## src/rtl/mem_port_arbiter.sv

```systemverilog
// Shares one memory port between iBus and dBus with round-robin arbitration and an
// in-order owner tag FIFO for read responses. Optional macro MEM_ARB_DBUS_PRIO_EN: fixed dBus priority.
module mem_port_arbiter #(
    parameter int unsigned MAX_OUTST = 4,
    parameter int unsigned AW        = 32
) (
    input  logic          clk,
    input  logic          rst,
    input  logic          ibus_cmd_valid,
    output logic          ibus_cmd_ready,
    input  logic [AW-1:0] ibus_cmd_pc,
    output logic          ibus_rsp_valid,
    output logic [31:0]   ibus_rsp_instr,
    input  logic          dbus_cmd_valid,
    output logic          dbus_cmd_ready,
    input  logic [AW-1:0] dbus_cmd_addr,
    input  logic [31:0]   dbus_cmd_data,
    input  logic [3:0]    dbus_cmd_mask,
    input  logic          dbus_cmd_wr,
    output logic          dbus_rsp_valid,
    output logic [31:0]   dbus_rsp_data,
    output logic          mem_valid,
    input  logic          mem_ready,
    output logic          mem_we,
    output logic [AW-1:0] mem_addr,
    output logic [31:0]   mem_data,
    output logic [3:0]    mem_mask,
    input  logic          mem_rsp_valid,
    input  logic [31:0]   mem_rsp_data,
    output logic          orphan_err
);
    localparam int unsigned PW = (MAX_OUTST > 1) ? $clog2(MAX_OUTST) : 1;
    localparam int unsigned CW = PW + 1;

    logic [MAX_OUTST-1:0] tag_q;
    logic [PW-1:0]        wr_ptr;
    logic [PW-1:0]        rd_ptr;
    logic [CW-1:0]        count;
    logic [31:0]          held_i;
    logic [31:0]          held_d;
    logic                 full;
    logic                 ibus_elig;
    logic                 dbus_elig;
    logic                 grant_d;
    logic                 accept;
    logic                 push;
    logic                 pop;
    logic                 head;

    // Full uses the registered count, so a full FIFO never takes a read even when popping.
    assign full      = (count == CW'(MAX_OUTST));
    assign ibus_elig = ibus_cmd_valid & ~full;
    assign dbus_elig = dbus_cmd_valid & (dbus_cmd_wr | ~full);

`ifdef MEM_ARB_DBUS_PRIO_EN
    assign grant_d = dbus_elig;
`else
    logic last_grant;

    assign grant_d = (ibus_elig & dbus_elig) ? ~last_grant : dbus_elig;

    always_ff @(posedge clk) begin
        if (rst) begin
            last_grant <= 1'b1;
        end else if (accept) begin
            last_grant <= grant_d;
        end
    end
`endif

    assign accept = mem_valid & mem_ready;
    assign push   = accept & ~(grant_d & dbus_cmd_wr);
    assign pop    = mem_rsp_valid & (count != '0);
    assign head   = tag_q[rd_ptr];

    // Command mux and ready steering.
    always_comb begin
        mem_valid = ibus_elig | dbus_elig;
        mem_we    = 1'b0;
        mem_addr  = ibus_cmd_pc;
        mem_data  = '0;
        mem_mask  = 4'hF;
        if (grant_d) begin
            mem_we   = dbus_cmd_wr;
            mem_addr = dbus_cmd_addr;
            mem_data = dbus_cmd_data;
            mem_mask = dbus_cmd_mask;
        end
        ibus_cmd_ready = ibus_elig & ~grant_d & mem_ready;
        dbus_cmd_ready = dbus_elig & grant_d & mem_ready;
    end

    // Response routing by FIFO head; the idle bus shows its last delivered word.
    always_comb begin
        ibus_rsp_valid = pop & ~head;
        dbus_rsp_valid = pop & head;
        ibus_rsp_instr = ibus_rsp_valid ? mem_rsp_data : held_i;
        dbus_rsp_data  = dbus_rsp_valid ? mem_rsp_data : held_d;
    end

    always_ff @(posedge clk) begin
        if (rst) begin
            tag_q      <= '0;
            wr_ptr     <= '0;
            rd_ptr     <= '0;
            count      <= '0;
            held_i     <= '0;
            held_d     <= '0;
            orphan_err <= 1'b0;
        end else begin
            if (push) begin
                tag_q[wr_ptr] <= grant_d;
                wr_ptr        <= wr_ptr + PW'(1);
            end
            if (pop) begin
                rd_ptr <= rd_ptr + PW'(1);
            end
            if (push && !pop) begin
                count <= count + CW'(1);
            end else if (!push && pop) begin
                count <= count - CW'(1);
            end
            if (mem_rsp_valid && (count == '0)) begin
                orphan_err <= 1'b1;
            end
            if (ibus_rsp_valid) begin
                held_i <= mem_rsp_data;
            end
            if (dbus_rsp_valid) begin
                held_d <= mem_rsp_data;
            end
        end
    end
endmodule

```

## config.mk

```make
export PLATFORM = sky130hd
export DESIGN_NAME = mem_port_arbiter
export DESIGN_NICKNAME = d
export VERILOG_FILES = /design/src/rtl/mem_port_arbiter.sv
export SDC_FILE = /design/constraint.sdc
export NUM_CORES = 1
export LEC_CHECK = 0
export CAP_MARGIN = 20
export CORE_UTILIZATION = 32
export CTS_CLUSTER_SIZE = 14
export DETAILED_ROUTE_END_ITERATION = 7
export PLACE_DENSITY = 0.78
export SLEW_MARGIN = 0
export SYNTH_ARGS = -nofsm -noshare
export SYNTH_HDL_FRONTEND = slang
export SYNTH_SLANG_ARGS = --single-unit
```

## constraint.sdc

```tcl
create_clock -name clk -period 2 [get_ports clk]
set_clock_uncertainty 0.15 [all_clocks]
set_input_delay 0.3 -clock clk [delete_from_list [all_inputs] [get_ports clk]]
set_output_delay 0.3 -clock clk [all_outputs]
set_load 0.005 [all_outputs]
```

# Word-level counts from Yosys, hierarchy flattened
# Cells that the tools add are included.
# op_classes
n_eq_ne,1
add_sub_neg,4
bitwise_logic,20
n_reduce_logical,9
order_cmp,3
n_mux,14
# op_table
op,count
32-bit two-way mux,4
1-bit bitwise AND,13
2-bit by 3-bit < comparator with 1-bit output (second input constant),2
3-bit two-way mux,2
1-bit inverter,5
2-bit by 1-bit adder with 2-bit output (second input constant),2
4-bit bitwise mux,1
1-bit logical AND,4
1-bit two-way mux,4
4-bit two-way mux,1
3-bit by 1-bit adder with 3-bit output (second input constant),1
3-bit equality test (second input constant),1
3-bit logical NOT,1
3-bit nonzero test,1
3-bit by 1-bit subtractor with 3-bit output (second input constant),1
1-bit binary-select mux with 2-bit select,1
1-bit demux with 2-bit select,1
2-bit by 1-bit greater-or-equal comparator with 1-bit output (second input constant),1
1-bit logical NOT,2
1-bit OR,2
2-bit nonzero test,1
# totals
output_inout_bits,139
word_cells,59
in_bits,139
ff_bits,77

# Logic depth before layout (Yosys ltp)
# logic_depth
depth_word,13
ltp_mapped,9
mapped_depth_nobuf,9

# Worst setup path before layout
# No wires, ideal clock.
# synth_path
path_type,register -> output
from,register count[0]
to,output mem_addr[15]
n_path_buf,2
path_stages_with_launch,6
slack_ns,-0.249
t_required_ns,1.550
arrival_time_ns,1.799
path_cell_list,dfxtp_1 > or3b_1 > a311oi_2 > buf_4 > buf_6 > mux2_2
# synth_between
elab_chain_cells,7
elab_cells_between_ends,8
cone_classes,eq/ne (1); mux (2); bitwise (5)
# synth_lines
element,line,source
"start, declared",38,logic [CW-1:0] count;
"start signal, assigned",119,count <= count + CW'(1);
"start signal, assigned",121,count <= count - CW'(1);
3-bit equality test *,51,assign full = (count == CW'(MAX_OUTST));
1-bit inverter *,"52, 53",
1-bit OR,53,assign dbus_elig = dbus_cmd_valid & (dbus_cmd_wr | ~full);
1-bit bitwise AND,53,
1-bit bitwise AND,60,assign grant_d = (ibus_elig & dbus_elig) ? ~last_grant : dbus_elig;
1-bit two-way mux *,60,
32-bit two-way mux *,83,if (grant_d) begin
"end, declared",25,"output logic [AW-1:0] mem_addr,"
# Every way passes the cells marked *; elsewhere a longest branch is shown, timed or not.

# Worst setup path after layout
# layout_path
from,register rd_ptr[0]
to,output ibus_rsp_instr[30]
# layout_between
elab_chain_cells,5
# layout_lines
element,line,source
"start, declared",37,logic [PW-1:0] rd_ptr;
"start signal, assigned",116,rd_ptr <= rd_ptr + PW'(1);
1-bit binary-select mux with 2-bit select,74,assign head = tag_q[rd_ptr];
1-bit two-way mux (not written as such),74,
1-bit inverter,95,ibus_rsp_valid = pop & ~head;
1-bit bitwise AND,95,
32-bit two-way mux,n/a,
"end, declared",13,"output logic [31:0] ibus_rsp_instr,"
# Every way passes these cells. The select of a mux whose other input is x is not followed.

==> run metrics <==
status finished with violations; failing checks DRC, setup timing; pin slew with the least headroom to its limit 0.677 ns; # IOs 278; metal3 WL 1.27 mm; top-area cell type share of the netlist area 39.9%; CP Buf/Inv Count 5; core box area 11600 sq um; clock-pin slew on the worst setup and hold paths 0.06 ns; CTS Hold Bufs 0; die footprint 12500 sq um; Switching Share 28.9%; #FFs+latches synth 77; area delta synth->final 138%; final net count 907; Final Util 79.3%; Hold Vio Cnt, Final 0; Max Freq 0.361 GHz; largest net degree at the start of global routing 65; Skew-Pair Late Insertion Delay 0.33 ns; Die Ht 112 microns; Setup WS pre-CTS -0.949 ns; min Tclk post-route 2.77 ns; Switch Pwr 2.24 mW; syn avg cell area 10.4 sq um; GRT Util Overall 28.6%; Hold Path Class reg2reg; area leader, netlist dfxtp_1; vias after detailed routing 4374; combinational share of power 54.2%; routed len/inst 21.0 microns; DRC viols 18; CP required 1.55 ns; DRT iter0 DRCs 184; number of global-route vias before repair 4768; total gr overflow 0; Flop pwr share 23.7%; Die Width 112 microns; Synth area leaders dfxtp_1 (40%), mux2_2 (28%), and2_1 (16%); Starting Density 33.4%; Detailed Place HPWL 11.4 mm; CP max stage delay 0.58 ns; Critical Path AT 2.32 ns; crit share post-route 139%; startpoint types flip-flop; CP Capture Type primary output; Detailed Routing Iterations Pass 1 6; RSZ-0062 raised after global routing true; Post-Route WL 19.1 mm; Final WS setup -0.771 ns; initial antenna violation count 0; Netlist cell types 35; Final Slew Violations 0; CTS max path bufs 2; EDFF count, synth 0; critical path startpoint rd_ptr[0]; synthesized area 3860 sq um; Max Cap Viol 0; # H-tree levels 3; GP Congestion 1.11; total power draw 7.77 mW; synth warn 0; Placement Rows 39; diodes inserted 0; worst vdd ir 0.554 mV; final setup fails 209; share of layout cells above drive strength 1 60.9%; sequential share of the synthesized area 39.9%; Final ANT Viol Nets 0; PwrDens 847 nW/um^2; worst hold path startpoint orphan_err; CTS sink cnt 77; reg-to-reg startpoint count[2]; met1 wire length 7.37 mm; max layer used met4; slowest cell on the critical path mux4_2; Clock Root Buffer clkbuf_16; Syn Inst Count 370; Synth Net Count 515; PortBufs 277; met2 wire len 9.96 mm; Clock power frac 22.2%; Setup CP Type reg2out; CTS Buf Count 9; ys async rst share 0%; ordered list of cells on the worst path mux4_2, nor2_4, buf_12, buf_8, buf_12, buf_6, mux2_4, buf_6; crit-path max FO 5; P_int 5.53 mW; leakage power 4.34 nW; Top Family by Delay on Critical Path multiplexers; Rel. slew slack 54.9%; vias per std cell 4.81; first-pass GRT wire length 27.3 mm; Synth Flop Type dfxtp_1; CTS tree yes
-- logic make-up (layout without fill, tap and decap cells) --
group | Yosys count | after routing | share of synthesized area (%)
AOI/OAI and AO/OA | 21 | 21 | 3.53
and+or+nand+nor | 130 | 130 | 20.3
muxes | 98 | 98 | 28.8
buffers and inverters | 34 | 431 | 4.34
DFF | 77 | 77 | 39.9
xor gates and xnor gates | 4 | 4 | 0.908
adders and majority gates | 6 | 6 | 2.14
-- cell type report --
class                      instances  area [sq um]
clock buffer                       9           225
clock inverter                     7          87.6
fill                             659          2390
inverter                          12          47.5
multi-input combinational        259          2770
sequential                        77          1550
tap                              143           179
timing repair buffer             403          4320
-- layer usage --
metal | global-route usage [%] | vias up
met3 | 6.59 | 41
met2 | 52.0 | 198
li1 | - | 2024
met1 | 32.6 | 2111
met5 | 0 | -
met4 | 10.4 | 0
-- cell usage after synthesis (4+ instances only) --
master / n
nand2b_1: 5
ha_1: 5
dfxtp_1: 77
o31ai_1: 4
a21oi_1: 9
nand4_1: 4
clkbuf_1: 8
buf_4: 4
buf_2: 6
inv_1: 12
and2_1: 99
nor2_1: 9
mux2_2: 95
-- state kept, by name, summed over array words and instances (netlist names) --
name        cells
count           3
held_d         32
held_i         32
last_grant      1
orphan_err      1
rd_ptr          2
tag_q           4
wr_ptr          2
-- worst min-delay path: stages, from the launching register on --
cell     delay [ns]
dfxtp_1        0.35
a21oi_1        0.05
nor2_1         0.07
-- final timing paths --
check	endpoint	slack [ns]	depth (start not counted)
worst min-delay path	orphan_err	0.35	2
worst max-delay path	ibus_rsp_instr[30]	-0.77	8
worst min register to register	orphan_err	0.35	2
worst max register to register	count[2]	-0.40	11
-- metrics by stage --
step	cell area, sq um	hold slack (ns)	std cells	setup TNS (ns)
global placement	7260	0.304	802	-104.58
finish	9170	0.348	910	-93.39
CTS	8830	0.326	906	-102.33
detailed placement	7260	0.317	802	-106.31
global route	9170	0.368	910	-103.65
floorplan	4090	0.212	370	-5.52
-- power by group through the flow --
stage	combinational, mW	clock [mW]	sequential [mW]
finish	4.21	1.72	1.84
global route	4.39	1.82	1.85
CTS	3.82	1.73	1.83
detailed placement	2.91	0	1.86
global placement	2.86	0	1.84
floorplan	1.31	0	1.85
-- layout by cell type, fill, tap and decap left out, types with 5 or more instances in the layout --
master / Yosys / layout
buf_6: 2 / 182
clkdlybuf4s50_1: 0 / 137
mux2_4: 0 / 95
and2_4: 0 / 79
dfxtp_1: 77 / 73
buf_4: 4 / 32
and2_1: 99 / 20
buf_12: 0 / 13
buf_8: 0 / 12
inv_1: 12 / 9
clkbuf_16: 0 / 9
nor2_1: 9 / 8
a21oi_1: 9 / 8
dlygate4sd2_1: 0 / 8
buf_2: 6 / 8
clkbuf_2: 2 / 8
nand2b_1: 5 / 5
-- repair_timing --
item                       in CTS  in global routing
gates resized for setup       713                181
setup endpoints to repair     190                209
setup buffers                  84                 25
pin swaps                      14                 21
gates cloned                   10                  0
(Power assumes the default switching activity.)
